`src/rtl/xita_reduce_if.sv`:
```
// Handshake and result bundle between the angle-reduction block and its
// requester: the requester drives start/xita_in and the reducer returns
// busy/valid plus the folded angle and its flags.
interface xita_reduce_if;
  logic               start;
  logic signed [31:0] xita_in;
  logic               busy;
  logic               valid;
  logic        [31:0] xita_out;
  logic               neg;
  logic               warn;

  modport master (
    output start, xita_in,
    input  busy, valid, xita_out, neg, warn
  );

  modport slave (
    input  start, xita_in,
    output busy, valid, xita_out, neg, warn
  );
endinterface

```
`src/rtl/xita_reduce.sv`:
```
// Range reduction in front of the CORDIC tangent stage.
// Maps any signed Q16.16 angle a to r in [0, PI/2] plus a negate flag so that
// tan(a) = (neg ? -1 : 1) * tan(r).
// Sequence: ABS (1 cycle), REDUCE (14 cycles of restoring division by PI,
// k = 13..0), FOLD (1 cycle), for a start-to-valid latency of 16 edges.
module xita_reduce #(
  parameter int unsigned PI       = 205887,
  parameter int unsigned WARN_TOL = 64
) (
  input  logic         clk,
  input  logic         rst_n,
  xita_reduce_if.slave bus
);

  localparam int DATA_W = 32;
  // PI<<13 needs 31 bits; 36 leaves headroom so no shifted divisor truncates.
  localparam int ACC_W  = 36;

  localparam logic [ACC_W-1:0] PI_W   = ACC_W'(PI);
  localparam logic [ACC_W-1:0] HALF_W = PI_W >> 1;
  localparam logic [ACC_W-1:0] TOL_W  = ACC_W'(WARN_TOL);
  // Guard against a tolerance larger than PI/2 so the threshold never wraps.
  localparam logic [ACC_W-1:0] WARN_THR = (TOL_W > HALF_W) ? '0 : (HALF_W - TOL_W);
  localparam logic [3:0]       K_TOP    = 4'd13;

  typedef enum logic [2:0] {
    IDLE,
    ABS,
    REDUCE,
    FOLD,
    DONE
  } state_t;

  state_t                    state;
  logic signed [DATA_W-1:0]  operand;
  logic                      sign;
  logic        [ACC_W-1:0]   mag;
  logic        [3:0]         k;

  logic                      busy_r;
  logic                      valid_r;
  logic        [DATA_W-1:0]  out_r;
  logic                      neg_r;
  logic                      warn_r;

  logic                      accept;
  logic        [DATA_W:0]    fold_res;
  logic        [DATA_W-1:0]  fold_val;
  logic                      fold_over;
  logic                      fold_warn;

  // Magnitude of a two's-complement word as unsigned; the most negative
  // value maps to 0x8000_0000, which fits the unsigned range exactly.
  function automatic logic [DATA_W-1:0] abs_mag(input logic signed [DATA_W-1:0] a);
    logic [DATA_W-1:0] u;
    u = a;
    return a[DATA_W-1] ? (~u + 1'b1) : u;
  endfunction

  // One restoring-division step: subtract PI<<k when it fits.
  function automatic logic [ACC_W-1:0] reduce_step(input logic [ACC_W-1:0] m,
                                                   input logic [3:0]       kk);
    logic [ACC_W-1:0] div;
    div = PI_W << kk;
    return (m >= div) ? (m - div) : m;
  endfunction

  // Fold r in [0, PI) onto [0, PI/2]; the top bit reports that the mirror
  // PI - r was taken, which flips the tangent sign.
  function automatic logic [DATA_W:0] fold_angle(input logic [ACC_W-1:0] r);
    logic [ACC_W-1:0] mirrored;
    if (r > HALF_W) begin
      mirrored = PI_W - r;
      return {1'b1, mirrored[DATA_W-1:0]};
    end
    return {1'b0, r[DATA_W-1:0]};
  endfunction

  // Near-singularity flag for the folded angle.
  function automatic logic warn_of(input logic [DATA_W-1:0] v);
    return (ACC_W'(v) >= WARN_THR);
  endfunction

  assign accept    = bus.start && ((state == IDLE) || (state == DONE));
  assign fold_res  = fold_angle(mag);
  assign fold_over = fold_res[DATA_W];
  assign fold_val  = fold_res[DATA_W-1:0];
  assign fold_warn = warn_of(fold_val);

  // Operand capture and sign extraction; pure datapath, no reset needed
  // because nothing downstream reads them before ABS has run.
  always_ff @(posedge clk) begin
    if (accept) begin
      operand <= bus.xita_in;
    end
    if (state == ABS) begin
      sign <= operand[DATA_W-1];
    end
  end

  // Control FSM with registered outputs; results move only on the FOLD edge.
  always_ff @(posedge clk or negedge rst_n) begin
    if (!rst_n) begin
      state   <= IDLE;
      busy_r  <= 1'b0;
      valid_r <= 1'b0;
      out_r   <= '0;
      neg_r   <= 1'b0;
      warn_r  <= 1'b0;
      mag     <= '0;
      k       <= '0;
    end else begin
      case (state)
        IDLE, DONE: begin
          if (bus.start) begin
            valid_r <= 1'b0;
            busy_r  <= 1'b1;
            state   <= ABS;
          end
        end
        ABS: begin
          mag   <= ACC_W'(abs_mag(operand));
          k     <= K_TOP;
          state <= REDUCE;
        end
        REDUCE: begin
          mag <= reduce_step(mag, k);
          if (k == 4'd0) begin
            state <= FOLD;
          end else begin
            k <= k - 4'd1;
          end
        end
        FOLD: begin
          out_r   <= fold_val;
          neg_r   <= fold_over ? ~sign : sign;
          warn_r  <= fold_warn;
          valid_r <= 1'b1;
          busy_r  <= 1'b0;
          state   <= DONE;
        end
        default: begin
          state <= IDLE;
        end
      endcase
    end
  end

  assign bus.busy     = busy_r;
  assign bus.valid    = valid_r;
  assign bus.xita_out = out_r;
  assign bus.neg      = neg_r;
  assign bus.warn     = warn_r;

endmodule

```
`src/flat_wrapper.sv`:
```
// flat-port wrapper written by rule: the top's interface ports become plain ports
module xita_reduce_flat 
#(
  parameter int unsigned PI       = 205887,
  parameter int unsigned WARN_TOL = 64
)
  (clk, rst_n, bus_start, bus_xita_in, bus_busy, bus_valid, bus_xita_out, bus_neg, bus_warn);
  xita_reduce_if bus_i ();
  input  logic clk;
  input  logic rst_n;
  input wire logic [$bits(bus_i.start)-1:0] bus_start;
  input wire logic [$bits(bus_i.xita_in)-1:0] bus_xita_in;
  output wire logic [$bits(bus_i.busy)-1:0] bus_busy;
  output wire logic [$bits(bus_i.valid)-1:0] bus_valid;
  output wire logic [$bits(bus_i.xita_out)-1:0] bus_xita_out;
  output wire logic [$bits(bus_i.neg)-1:0] bus_neg;
  output wire logic [$bits(bus_i.warn)-1:0] bus_warn;
  assign bus_i.start = bus_start;
  assign bus_i.xita_in = bus_xita_in;
  assign bus_busy = bus_i.busy;
  assign bus_valid = bus_i.valid;
  assign bus_xita_out = bus_i.xita_out;
  assign bus_neg = bus_i.neg;
  assign bus_warn = bus_i.warn;
  xita_reduce #(.PI(PI), .WARN_TOL(WARN_TOL)) u_core (.clk(clk), .rst_n(rst_n), .bus(bus_i));
endmodule
```
`config.mk`:
```
export PLATFORM = sky130hd
export DESIGN_NAME = xita_reduce_flat
export DESIGN_NICKNAME = d
export VERILOG_FILES = /design/src/rtl/xita_reduce_if.sv /design/src/rtl/xita_reduce.sv /design/src/flat_wrapper.sv
export SDC_FILE = /design/constraint.sdc
export NUM_CORES = 1
export LEC_CHECK = 0
export BUFFER_PORTS_ARGS = -buffer_cell sky130_fd_sc_hd__buf_2
export CAP_MARGIN = 40
export CORE_MARGIN = 2
export CORE_UTILIZATION = 66
export DETAILED_ROUTE_END_ITERATION = 7
export GPL_TIMING_DRIVEN = 0
export PLACE_DENSITY = 0.87
export SKIP_LAST_GASP = 1
export SLEW_MARGIN = 30
export SYNTH_ARGS = -nofsm -noshare
export SYNTH_HDL_FRONTEND = slang
export SYNTH_SLANG_ARGS = --single-unit
export TNS_END_PERCENT = 5
```
`constraint.sdc`:
```
create_clock -name clk -period 10 [get_ports clk]
set_clock_uncertainty 0.2 [all_clocks]
set_input_delay 1.5 -clock clk [delete_from_list [all_inputs] [get_ports clk]]
set_output_delay 1.5 -clock clk [all_outputs]
set_load 0.02 [all_outputs]
```
==> impl_metrics.ini, run 1 <==
[logic_synthesis]
syn_inst = 1022
synth.distinct_cells = 82
ys_warn_count = 0
async_flop_share = 0.705
yosysSeqAreaShare = 0.350
syn_area_sq_um = 8480
synthesis.nets = 1100
synth_seq_cells = 112
synthFlopType = dfrtp_1
synth_edf_count = 33
syn_area_per_cell_sq_um = 8.29

[global_routing]
grt_overflow = 0
antenna_found_initial = 0
grt_pass1_wl_mm = 37.3
grt_pass1_vias = 7265
grt.total_usage = 0.342
grt_max_degree = 47

[floorplan]
die_h_um = 117
rows = 41
num_io_pins = 71
die_area_sq_um = 13800
coreArea_sq_um = 12600
start_util = 0.674
die_w_um = 117

[job]
drv_cap = 0

[detailed_routing]
vias = 8081
antenna_left = 0
firstDrtPassIters = 5
drt_iter0_drc = 899
wl_per_cell_um = 18.5
avgViaCountPerCell = 6.31
drc = 0
routed_wl_mm = 23.7

[final_layout]
num-nets-final = 1182
nFillCells = 971
final_cells = 1280
flow.area_growth_from_synthesis_pct = 10.9
antenna_cells = 0
drive_above_1_share = 0.112

[sta]
slew_violations = 0
tns_ns = 0
worst_slew_pin_slew_ns = 0.811
grt_setup_unrepaired = false
finalHoldViolCount = 0
holdWs_ns = 0.271
fin_crit_ns = 5.17
fmax_ghz = 0.193
finalCritPeriodShare = 0.517
max_slew_margin = 0.457
setup_viol = 0
finalWorstSetupSlack_ns = 4.83

[clock_tree]
clk_pin_slew_ns = 0.07
clk-insertion-delay-late_ns = 0.36
cts_root_buf = clkbuf_16
clock-sinks = 112
cts_setup_buffers = 0
htreeDepth = 3
holdBufCountCts = 0
cts_buffers = 9
cts_resized = 0
clk_path_buf_depth = 2
tritoncts = built

[placed_design]
dp_hpwl_mm = 17.8
dpl_worst_slack_ns = 4.92
dp_cells = 1265
place.gp.congestion = 1.02
portBuffers = 70

[min_path]
hp-class = register to register

[worst_setup_path]
crit_required_ns = 10.04
cp_common_cell = ha_1
critPathKind = register to register
end_kind = register
critPathMaxFanout = 10
crit_chain = clkbuf_1, inv_1, ha_1, ha_1, nor2b_1, ha_1, fa_1, and2b_1, o2111ai_1, a2111oi_0, and3b_1, buf_2, o2111a_1, o21ai_2, buf_4, buf_2, a21oi_1
crit_family = buffers and inverters
slowest_delay_ns = 0.47
cpMaxStageDelayCell = a2111oi_0
start_kind = register
arrival_ns = 5.21
critical_path_buf_inv_count = 5

[outcome]
status = completed
## state kept, by name (all words and copies together), names as in the netlist, 3 cells and up
name                 cells
u_core.state             3
u_core.k                 4
u_core.bus.xita_out     32
u_core.mag              36
u_core.operand          32
## synthesized netlist by cell type, drive strengths merged (4+ instances only)
cell type / instances / area [sq um]
a21oi: 75 / 387
or3: 9 / 56.3
a31oi: 20 / 125
dfrtp: 79 / 1980
xor2: 48 / 420
a41oi: 4 / 35.0
inv: 37 / 139
nand3: 31 / 155
and3: 5 / 31.3
or4: 10 / 82.6
mux2i: 9 / 90.1
xnor2: 33 / 289
mux2: 5 / 56.3
o41ai: 8 / 88.8
o21bai: 4 / 33.8
and2: 5 / 31.3
nor2b: 5 / 31.3
nor3: 23 / 115
nand4: 19 / 119
and4: 4 / 35.0
buf: 17 / 91.3
o31ai: 16 / 120
nand2b: 7 / 43.8
nor4: 12 / 81.3
a21o: 14 / 105
edfxtp: 33 / 991
o311ai: 4 / 52.6
nor2: 88 / 330
a21boi: 5 / 37.5
nand2: 134 / 503
o211ai: 8 / 60.1
a211oi: 7 / 52.6
o21ai: 93 / 480
o21a: 10 / 75.1
ha: 42 / 526
clkbuf: 50 / 189
## layout by cell type (no fill, tap or decap), types with 9 or more instances in the layout
master     instances
inv_1             35
dfrtp_1           79
ha_1              42
xor2_1            48
a31oi_1           20
nor2_1            88
buf_2             79
clkbuf_1          49
clkbuf_16         10
o21a_1            10
edfxtp_1          33
nand3_1           31
a21o_1            14
o31ai_1           16
or3_1              9
mux2i_1            9
a21oi_1           74
o21ai_0           86
nand2_1          134
xnor2_1           33
nor4_1            11
nor3_1            23
nand4_1           19
## worst paths after layout
path,start,end,slack (ns),cells after the start
setup reg to reg,u_core.k[1],u_core.mag[31],4.83,17
hold reg to reg,u_core.bus.busy,u_core.bus.busy,0.27,2
max in group asynchronous,rst_n,u_core.k[3],8.23,2
min in group asynchronous,rst_n,u_core.bus.xita_out[3],0.82,1
hold / removal,u_core.bus.busy,u_core.bus.busy,0.27,2
setup / recovery,u_core.k[1],u_core.mag[31],4.83,17
## metal layers
metal / up-vias / GRT usage / part of all wire
met1: 3704 / 0.455 / 0.41
met5: - / 0 / 0
li1: 3859 / - / -
met3: 74 / 0.0613 / 0.095
met2: 444 / 0.549 / 0.45
met4: 0 / 0.153 / 0.044
## per-stage QoR
step,util,cell area [sq um]
after floorplan,-,8480
after global placement,0.719,9040
after detailed placement,0.722,9080
after CTS,0.748,9400
after global routing,0.748,9400
final,0.748,9400
## area by class of cell
cell class                      count  area [sq um]  share of cell area
Clock buffer                       12           278              0.0296
Tap cell                          172           215              0.0229
Inverter                           37           139              0.0148
Multi-Input combinational cell    806          5090               0.542
Timing Repair Buffer               71           384              0.0409
Clock inverter                      3          45.0             0.00479
Sequential cell                   112          2970               0.316
Buffer                             67           280              0.0298
## worst min-delay path, delay by kind of cell, from the launching register on
family / cells / cell delay, ns
flops: 1 / 0.34
simple gates: 2 / 0.10
## cells by family (layout without fill, tap and decap cells)
| logic type | Yosys count | in the layout | share of synthesized area |
|---|---|---|---|
| flops | 112 | 112 | 0.350 |
| compound gates | 296 | 296 | 0.224 |
| simple gates | 372 | 372 | 0.211 |
| fa+ha+maj | 43 | 43 | 0.0644 |
| buf+inv | 104 | 190 | 0.0494 |
| mux | 14 | 14 | 0.0173 |
| xor+xnor | 81 | 81 | 0.0837 |
Power of run 1 is not shown: default switching activity piles up to over one toggle a cycle in this logic, so the estimate is an artifact.
==> inputs of run 2 (changes only) <==
Settings changed: CORE_UTILIZATION 66 to 61, PLACE_DENSITY 0.87 to 0.81.
Clock period 10 ns to 5.15 ns, I/O delays scaled along.
==> run 2 against run 1 <==
Worst hold slack got worse by 0.17 ns; worst setup slack got worse by 4.6 ns; fmax increased by 5.4%; sequential share of layout area increased by 0.17 points; design area decreased by 0.48%; routed wire length increased by 1.5%; register-to-register slack got worse by 4.6 ns; first-iteration DRC count decreased by 11%; clock-buffer cell count decreased by 3; cell count increased by 0.55%; non-clock buffer count decreased by 2; core utilization decreased by 6.6 points; largest cell class unchanged.
==> impl_metrics.ini, run 2 (synthesis results as in run 1) <==
[outcome]
status = completed

[worst_setup_path]
start_kind = register
crit_chain = inv_1, ha_1, ha_1, nor2b_1, ha_1, fa_1, and2b_1, o2111ai_1, a2111oi_1, and3b_1, buf_2, o2111a_1, o21ai_2, buf_4, buf_4, a31oi_1
critPathKind = register to register
crit_required_ns = 5.18
cp_common_cell = ha_1
crit_family = compound AO/OA/AOI/OAI gates
arrival_ns = 4.94
end_kind = register
critPathMaxFanout = 12
critical_path_buf_inv_count = 4
slowest_delay_ns = 0.51
cpMaxStageDelayCell = dfrtp_2

[clock_tree]
clk-insertion-delay-late_ns = 0.37
tritoncts = built
holdBufCountCts = 0
cts_root_buf = clkbuf_16
clock-sinks = 112
clk_path_buf_depth = 2
cts_buffers = 9
htreeDepth = 3
clk_pin_slew_ns = 0.08

[job]
drv_cap = 0

[sta]
grt_setup_unrepaired = false
worst_slew_pin_slew_ns = 0.772
slew_violations = 0
finalWorstSetupSlack_ns = 0.244
holdWs_ns = 0.103
max_slew_margin = 0.486
fin_crit_ns = 4.91
finalHoldViolCount = 0
finalCritPeriodShare = 0.953
fmax_ghz = 0.204
setup_viol = 0
tns_ns = 0

[global_routing]
antenna_found_initial = 0
grt_max_degree = 48
grt_overflow = 0
grt_pass1_wl_mm = 37.8
grt.total_usage = 0.329
grt_pass1_vias = 7567

[detailed_routing]
vias = 8194
antenna_left = 0
firstDrtPassIters = 5
avgViaCountPerCell = 6.37
routed_wl_mm = 24.0
wl_per_cell_um = 18.7
drc = 0
drt_iter0_drc = 800

[floorplan]
start_util = 0.618
num_io_pins = 71
rows = 43
coreArea_sq_um = 13700
die_w_um = 122
die_h_um = 122
die_area_sq_um = 14900

[placed_design]
portBuffers = 70
dpl_worst_slack_ns = 0.0644
dp_hpwl_mm = 18.4
place.gp.congestion = 1.00

[final_layout]
num-nets-final = 1180
largest_reg_flops = 36
flow.area_growth_from_synthesis_pct = 10.3
final_cell_mix = nand2_1, nor2_1, o21ai_0
final_common_cell = nand2_1
antenna_cells = 0
drive_above_1_share = 0.115
top_register = u_core.mag
nFillCells = 1179

[min_path]
hp-class = primary input to async pin
-- run 2: worst reg2reg max path, stage by stage (launching register included) --
cell       delay (ns)
dfrtp_2          0.51
inv_1            0.17
ha_1             0.33
ha_1             0.24
nor2b_1          0.14
ha_1             0.23
fa_1             0.41
and2b_1          0.23
o2111ai_1        0.16
a2111oi_1        0.45
and3b_1          0.22
buf_2            0.19
o2111a_1         0.32
o21ai_2          0.29
buf_4            0.30
buf_4            0.27
a31oi_1          0.12
-- run 2: worst paths after layout --
kind / slack [ns] / startpoint / to / depth (start not counted)
setup / recovery: 0.24 / u_core.k[1] / u_core.mag[19] / 16
hold / removal: 0.10 / rst_n / u_core.bus.xita_out[8] / 1
setup reg to reg: 0.24 / u_core.k[1] / u_core.mag[19] / 16
hold reg to reg: 0.28 / u_core.bus.xita_out[30] / u_core.bus.xita_out[30] / 2
max in group asynchronous: 4.07 / rst_n / u_core.k[1] / 2
min in group clk: 0.28 / u_core.bus.xita_out[30] / u_core.bus.xita_out[30] / 2
-- run 2: area by class of cell --
| class | count | area (sq um) | share of cell area |
|---|---|---|---|
| buffer | 65 | 274 | 0.0293 |
| clock buffer | 9 | 225 | 0.0241 |
| clock inverter | 7 | 46.3 | 0.00495 |
| inverter | 37 | 139 | 0.0148 |
| multi-input combinational | 806 | 5090 | 0.544 |
| sequential | 112 | 2970 | 0.317 |
| tap | 180 | 225 | 0.0241 |
| timing repair buffer | 71 | 384 | 0.0411 |
-- run 2: metal layers --
layer / track usage / wire, um / part of all wire / up-vias
met5: 0 / 0 / 0 / -
met4: 0.154 / 967 / 0.040 / 0
met3: 0.0571 / 2280 / 0.095 / 71
met2: 0.538 / 11000 / 0.46 / 450
met1: 0.425 / 9780 / 0.41 / 3811
li1: - / - / - / 3862
-- run 2: stage by stage --
step / instance area [sq um] / util / instances
floorplan: 8480 / - / 1022
global placement: 9050 / 0.660 / 1272
detailed placement: 9090 / 0.662 / 1273
CTS: 9360 / 0.682 / 1289
global route: 9350 / 0.682 / 1287
finish: 9350 / 0.682 / 1287
-- run 2: what timing repair did --
action,4_1_cts,5_1_grt
setup buffers,0,0
setup endpoints to repair,0,34
resized for setup,0,4
Power of run 2 is left out for the same reason.
==> inputs of run 3 (changes only) <==
Settings changed: RECOVER_POWER from default to 25.
==> run 3 against run 2 <==
The flow now finishes with violations (max-capacitance violations, max-slew violations); die area unchanged; sequential cell count unchanged; critical path depth unchanged; sequential share of layout area about the same; clock-buffer cell count unchanged; worst hold slack better by 0.17 ns; fmax down 0.21%; worst setup slack worse by 0.010 ns; design area about the same; non-clock buffer count unchanged; first-iteration DRC count unchanged; via count down 0.65%; largest cell class unchanged.
==> impl_metrics.ini, run 3 (synthesis results as in run 1) <==
[outcome]
status = finished with violations
violations = max-capacitance violations, max-slew violations

[clock_tree]
tritoncts = built
clk-insertion-delay-late_ns = 0.36
cts_buffers = 9
clk_pin_slew_ns = 0.08
clk_path_buf_depth = 2
htreeDepth = 3
holdBufCountCts = 0
cts_setup_buffers = 0
cts_root_buf = clkbuf_16
clock-sinks = 112
cts_resized = 0

[detailed_routing]
vias = 8141
drt_iter0_drc = 800
firstDrtPassIters = 5
routed_wl_mm = 24.0
wl_per_cell_um = 18.7
antenna_left = 0
drc = 0
avgViaCountPerCell = 6.33

[global_routing]
grt_pass1_wl_mm = 37.8
grt_max_degree = 48
grt_pass1_vias = 7567
antenna_found_initial = 0
grt_overflow = 0
grt.total_usage = 0.329

[floorplan]
coreArea_sq_um = 13700
start_util = 0.618
rows = 43
die_w_um = 122
die_area_sq_um = 14900
num_io_pins = 71
die_h_um = 122

[final_layout]
num-nets-final = 1180
nFillCells = 1181
design_area_sq_um = 9350
final_common_cell = nand2_1
top_register = u_core.mag
largest_reg_flops = 36
final_cell_mix = nand2_1, nor2_1, o21ai_0
flow.area_growth_from_synthesis_pct = 10.3
final_util = 0.681
drive_above_1_share = 0.114
antenna_cells = 0

[placed_design]
dpl_worst_slack_ns = 0.0644
dp_hpwl_mm = 18.4
place.gp.congestion = 1.00
portBuffers = 70
dpl_cell_area_sq_um = 9090

[worst_setup_path]
critPathMaxFanout = 12
critPathKind = register to register
arrival_ns = 4.95
crit_required_ns = 5.18
cpMaxStageDelayCell = dfrtp_2
crit_chain = inv_1, ha_1, ha_1, nor2b_1, ha_1, fa_1, and2b_1, o2111ai_1, a2111oi_1, and3b_1, buf_2, o2111a_1, o21ai_2, buf_4, buf_4, a31oi_1
cp_common_cell = ha_1
end_kind = register
start_kind = register
slowest_delay_ns = 0.50

[job]
drv_cap = 1

[sta]
finalWorstSetupSlack_ns = 0.234
tns_ns = 0
finalCritPeriodShare = 0.955
fin_crit_ns = 4.92
worst_slew_pin_slew_ns = 2.17
max_slew_margin = -0.448
setup_viol = 0
finalHoldViolCount = 0
slew_violations = 33
fmax_ghz = 0.203
grt_setup_unrepaired = false

[min_path]
hp-class = register to register
-- run 3: path summary, 6_finish.rpt --
kind / from / to / slack (ns) / cells past startpoint
max: u_core.k[1] / u_core.mag[19] / 0.23 / 16
min: u_core.bus.xita_out[30] / u_core.bus.xita_out[30] / 0.28 / 2
max reg2reg: u_core.k[1] / u_core.mag[19] / 0.23 / 16
min reg2reg: u_core.bus.xita_out[30] / u_core.bus.xita_out[30] / 0.28 / 2
max in group asynchronous: rst_n / u_core.mag[12] / 2.67 / 1
min in group asynchronous: rst_n / u_core.bus.xita_out[2] / 0.84 / 1
-- run 3: metal layers --
layer | global-route usage | vias to the layer above | wire [um]
met5 | 0 | - | 0
met4 | 0.154 | 0 | 978
met3 | 0.0571 | 65 | 2120
met2 | 0.538 | 419 | 11000
met1 | 0.425 | 3796 | 9910
li1 | - | 3861 | -
-- run 3: final cells by class --
cell class | count | area, sq um | share of cell area
Multi-Input combinational cell | 806 | 5090 | 0.545
Timing Repair Buffer | 71 | 377 | 0.0403
Clock buffer | 9 | 225 | 0.0241
Buffer | 65 | 274 | 0.0293
Sequential cell | 112 | 2970 | 0.318
Clock inverter | 7 | 46.3 | 0.00495
Inverter | 37 | 139 | 0.0149
Tap cell | 180 | 225 | 0.0241
-- run 3: stage by stage --
step | cells | hold slack, ns
6_report | 1287 | 0.277
2_1_floorplan | 1022 | 0.237
3_3_place_gp | 1272 | 0.257
5_1_grt | 1287 | 0.301
4_1_cts | 1289 | 0.115
3_5_place_dp | 1273 | 0.265
-- run 3: worst max-delay path: cells and delay by family (launching register included) --
kind                       cells  cell delay (ns)
adders and majority gates      4             1.21
AOI/OAI and AO/OA              5             1.34
DFF                            1             0.50
and+or+nand+nor                3             0.59
buffers and inverters          4             0.92
Power of run 3 is left out for the same reason.
